## src/rtl/dmem_arbiter.sv

```systemverilog
// Data-memory port arbiter between the core load/store path and a bursting DMA port.
// Optional performance counters are built when DMEM_ARB_PERF_EN is defined.
module dmem_arbiter #(
  parameter int ADDR_W           = 32,
  parameter int CORE_MAX_WAIT    = 3,
  parameter int DMA_STARVE_LIMIT = 4
) (
  input  logic              clk,
  input  logic              reset,
  input  logic              core_req,
  input  logic              core_we,
  input  logic [ADDR_W-1:0] core_addr,
  input  logic [31:0]       core_wdata,
  output logic              core_gnt,
  output logic              core_stall,
  output logic              core_rvalid,
  output logic [31:0]       core_rdata,
  input  logic              dma_req,
  input  logic              dma_we,
  input  logic              dma_last,
  input  logic [ADDR_W-1:0] dma_addr,
  input  logic [31:0]       dma_wdata,
  output logic              dma_gnt,
  output logic              dma_rvalid,
  output logic [31:0]       dma_rdata,
  output logic              mem_en,
  output logic              mem_we,
  output logic [ADDR_W-1:0] mem_addr,
  output logic [31:0]       mem_wdata,
  input  logic [31:0]       mem_rdata,
  output logic [31:0]       perf_core_stall_cnt,
  output logic [31:0]       perf_dma_beat_cnt
);

  localparam logic [0:0] S_IDLE  = 1'b0;
  localparam logic [0:0] S_BURST = 1'b1;
  localparam logic [3:0] CMW     = 4'(CORE_MAX_WAIT);
  localparam logic [3:0] DSL     = 4'(DMA_STARVE_LIMIT);

  logic [0:0] r_state;
  logic [3:0] r_core_wait;
  logic [3:0] r_dma_wait;
  logic       r_core_rd;
  logic       r_dma_rd;

  logic w_idle;
  logic w_core_sat;
  logic w_dma_sat;
  logic w_core_gnt;
  logic w_dma_gnt;

  // While reset is held the grant uses IDLE priority regardless of the stored state.
  always_comb begin
    w_idle     = (r_state == S_IDLE) | reset;
    w_core_sat = (r_core_wait >= CMW);
    w_dma_sat  = (r_dma_wait >= DSL);
    w_core_gnt = 1'b0;
    w_dma_gnt  = 1'b0;
    if (w_idle) begin
      w_dma_gnt  = dma_req & (~core_req | w_dma_sat);
      w_core_gnt = core_req & ~w_dma_gnt;
    end else begin
      w_core_gnt = core_req & (w_core_sat | ~dma_req);
      w_dma_gnt  = dma_req & ~w_core_gnt;
    end
  end

  always_comb begin
    mem_we    = 1'b0;
    mem_addr  = '0;
    mem_wdata = '0;
    if (w_core_gnt) begin
      mem_we    = core_we;
      mem_addr  = core_addr;
      mem_wdata = core_wdata;
    end else if (w_dma_gnt) begin
      mem_we    = dma_we;
      mem_addr  = dma_addr;
      mem_wdata = dma_wdata;
    end
  end

  assign core_gnt    = w_core_gnt;
  assign dma_gnt     = w_dma_gnt;
  assign core_stall  = core_req & ~w_core_gnt;
  assign mem_en      = w_core_gnt | w_dma_gnt;
  assign core_rvalid = r_core_rd & ~reset;
  assign dma_rvalid  = r_dma_rd & ~reset;
  assign core_rdata  = core_rvalid ? mem_rdata : 32'd0;
  assign dma_rdata   = dma_rvalid ? mem_rdata : 32'd0;

  always_ff @(posedge clk) begin
    if (reset) begin
      r_state     <= S_IDLE;
      r_core_wait <= 4'd0;
      r_dma_wait  <= 4'd0;
      r_core_rd   <= 1'b0;
      r_dma_rd    <= 1'b0;
    end else begin
      if (core_req & ~w_core_gnt)
        r_core_wait <= w_core_sat ? r_core_wait : r_core_wait + 4'd1;
      else
        r_core_wait <= 4'd0;
      if (dma_req & ~w_dma_gnt)
        r_dma_wait <= w_dma_sat ? r_dma_wait : r_dma_wait + 4'd1;
      else
        r_dma_wait <= 4'd0;
      // A pre-empting core grant inside a burst keeps the burst open.
      case (r_state)
        S_IDLE:  if (w_dma_gnt & ~dma_last) r_state <= S_BURST;
        S_BURST: if (w_dma_gnt & dma_last)  r_state <= S_IDLE;
        default: r_state <= S_IDLE;
      endcase
      r_core_rd <= w_core_gnt & ~core_we;
      r_dma_rd  <= w_dma_gnt & ~dma_we;
    end
  end

`ifdef DMEM_ARB_PERF_EN
  logic [31:0] r_perf_stall;
  logic [31:0] r_perf_beat;

  always_ff @(posedge clk) begin
    if (reset) begin
      r_perf_stall <= 32'd0;
      r_perf_beat  <= 32'd0;
    end else begin
      if (core_stall)          r_perf_stall <= r_perf_stall + 32'd1;
      if (dma_req & w_dma_gnt) r_perf_beat  <= r_perf_beat + 32'd1;
    end
  end

  assign perf_core_stall_cnt = r_perf_stall;
  assign perf_dma_beat_cnt   = r_perf_beat;
`else
  assign perf_core_stall_cnt = 32'd0;
  assign perf_dma_beat_cnt   = 32'd0;
`endif

endmodule

```

## config.mk

```make
export PLATFORM = sky130hd
export DESIGN_NAME = dmem_arbiter
export DESIGN_NICKNAME = d
export VERILOG_FILES = /design/src/rtl/dmem_arbiter.sv
export SDC_FILE = /design/constraint.sdc
export NUM_CORES = 1
export LEC_CHECK = 0
export ABC_AREA = 1
export CAP_MARGIN = 30
export CORE_AREA = 2 2 144 146
export DETAILED_ROUTE_END_ITERATION = 10
export DIE_AREA = 0 0 146 148
export SLEW_MARGIN = 20
export SYNTH_ARGS = -nofsm -noshare
export SYNTH_HDL_FRONTEND = slang
export SYNTH_SLANG_ARGS = --single-unit
export TNS_END_PERCENT = 30
```

## constraint.sdc

```tcl
create_clock -name clk -period 1.8 [get_ports clk]
set_clock_uncertainty 0.1 [all_clocks]
set_input_delay 0.36 -clock clk [delete_from_list [all_inputs] [get_ports clk]]
set_output_delay 0.36 -clock clk [all_outputs]
set_load 0.05 [all_outputs]
```

==> metrics.txt <==
status complete, but fails checks; failing checks negative setup slack; Min Hold Slack 0.324 ns; total CTS buffers 3; shortest period the worst path allows approximately 2.2 ns; Leak 3.86 nW; vias in the first global route between 3,000 and 4,000; first-pass GRT wire length 21,100 µm; Synth Area per Inst ~5.3 µm²; synth top area cells buf_4 (21%), inv_1 (18%), nor2_1 (12%), nand2_1 (12%), o21ai_0 (9.7%); worst endpoint required time 1.34 ns; placed insts 1,023; ratio of final minimum period to clock period 1.23; Gate Count Post-Synth between 400 and 500; Initial Utilization 0.118; max-cap violations 0; core region area 20,000 µm²; first drt pass iteration count 4; CP arrival 1.75 ns; DR DRC count 0; # IOs 366; Sw Share 0.482; Setup Viol. Count Final 69; Final Wtd Congestion 0.733; Sequential Power Share 0.072; post-synth top area share 0.209; die area roughly 22,000 µm²; sequential fraction of the synthesis area 0.0930; worst-skew pair later-pin latency 0.24 ns; worst vdd ir between 0.0002 and 0.0003 V; synthesized area 2370 µm²; DP Wirelength approximately 11,000 µm; PnR worst setup slack -0.408 ns; CTS H-tree lvls 1; CP max FO 9; Netlist cell types 23; chip width between 100 and 150 µm; Cell Count, Final, Fillers Out 1,043; CP Class flip-flop to output port; Core Rows 52; Worst R2R Path Depth 9; crit start category flip-flop; CP endpoint kind output port; design area 8500 µm²; Layout Nets around 940; placed cell areas approximately 7600 µm²; Gate power share 0.813; initial antenna violation count 2; vias 3,707; die height around 150 µm; vias per cell 3.55; Overall Power 3.56 mW; CTS Hold Bufs 0; CTS Sinks 11; number of synthesized register bits 11; HP Class input pin to flip-flop; max-slew violations 0; DRT antenna net count 0; Pint 1.84 mW; Synth warnings 0; clk slew on worst S/H paths 0.04 ns; Hold Fails Final Rpt 0; hold depth 3; I/O Buffers around 300; pwr/cell area 419 nW/µm²; RSZ-0062 raised after global routing yes; TritonCTS clock tree done; clk buf depth 2; GRT Resource Usage Total 0.124; largest net degree at the start of global routing 34; f_max approximately 0.45 GHz; synthesis-to-layout area growth 259%; sw power 1.72 mW; layout cells sized above 1 0.470; total negative slack -25.81 ns; DR iter-0 viols 40; Overflow after GRT 0; DR WL/cell 13.5 µm; Root Buffer clkbuf_16; Routed Wire Length 14,100 µm; Synth area leader buf_4; clock network fraction of total power 0.115
[metrics by stage]
step | worst slack (ns) | util
2_1_floorplan | -0.127 | -
4_1_cts | -0.486 | 0.418
3_3_place_gp | -0.677 | 0.379
5_1_grt | -0.483 | 0.424
6_report | -0.408 | 0.424
3_5_place_dp | -0.672 | 0.379
[kinds of logic after synthesis]
kind of cell / after synthesis / synth area share
buffers and inverters: 196 / 0.432
AND/OR/NAND/NOR: 165 / 0.273
flip-flops: 11 / 0.0930
adder cells (fa/ha/maj): 2 / 0.0106
other: 1 / 0.00158
XOR/XNOR: 2 / 0.00740
AO/OA/AOI/OAI: 69 / 0.179
multiplexers: 1 / 0.00423
[cell type report]
cell class	count	area (µm²)
clock buffer	3	75.1
inverter	112	424
tap	270	338
clock inverter	1	5.00
sequential	11	223
timing repair buffer	342	4930
antenna	1	2.50
multi-input combinational	303	2500
fill	1931	11500
[synthesized netlist by cell type]
cell	instances
inv_1	111
a21oi_1	2
nor2_1	78
nand3_1	3
dfxtp_1	11
nand3_2	1
o21ai_2	20
xor2_1	1
inv_2	1
nand2_2	3
nand2_1	76
o21bai_1	1
mux2i_1	1
xnor2_1	1
buf_2	8
ha_1	2
nand4_1	3
buf_6	4
clkbuf_1	6
nor3_1	1
conb_1	1
o21ai_0	46
buf_4	66
[final timing paths]
check	to	start	slack, ns
min	r_core_rd	reset	0.32
max reg2reg	r_dma_wait[1]	r_core_wait[0]	0.25
max	mem_addr[6]	r_core_wait[0]	-0.41
min reg2reg	r_core_wait[2]	r_core_wait[2]	0.33
[worst max-delay path, stage by stage, from the launching register on]
cell and delay, ns:
dfxtp_2 0.33, ha_4 0.15, inv_2 0.05, nand3_2 0.09, nand2_4 0.13, nand3_4 0.08
buf_12 0.16, buf_12 0.16, o21ai_4 0.17, buf_12 0.15
[per-layer routing]
layer	track usage	wire (µm)	vias up
met5	0	16	-
met4	0.00874	80	2
met3	0.0599	1770	10
met2	0.228	7230	224
met1	0.135	5030	1646
li1	-	-	1825
[what timing repair did]
item / 4_1_cts / 5_1_grt
endpoints found under the setup margin: 139 / 135
buffers inserted: 12 / 0
pin swaps: 6 / 8
gates cloned: 7 / 2
resized for setup: 129 / 48
[power by group through the flow]
stage | combinational [mW] | clock, mW | sequential, mW
CTS | 2.90 | 0.414 | 0.256
detailed placement | 2.64 | 0 | 0.260
global placement | 2.63 | 0 | 0.260
global route | 3.02 | 0.430 | 0.258
floorplan | 1.51 | 0 | 0.259
finish | 2.89 | 0.409 | 0.257
[flip-flops by register name, summed over array words and instances, names as in the netlist, named ones only]
signal       cells
r_core_rd        1
r_core_wait      4
r_dma_wait       4
r_dma_rd         1
[placed cells by master, fill, tap and decap left out, types with 2 or more instances in the layout]
cell type	netlist	final
inv_2	1	5
inv_1	111	106
buf_4	66	18
clkbuf_16	0	5
conb_1	1	64
nand2_1	76	40
dfxtp_2	0	2
a21oi_1	2	2
nor2_1	78	12
clkdlybuf4s50_1	0	163
nand2_4	0	33
dlygate4sd2_1	0	2
nand4_1	3	3
nor2_2	0	63
nand2_2	3	5
buf_6	4	6
buf_12	0	145
dfxtp_1	11	9
buf_16	0	4
o21ai_4	0	65
nor2_4	0	3
nand3_2	1	2
(Power assumes the default switching activity.)
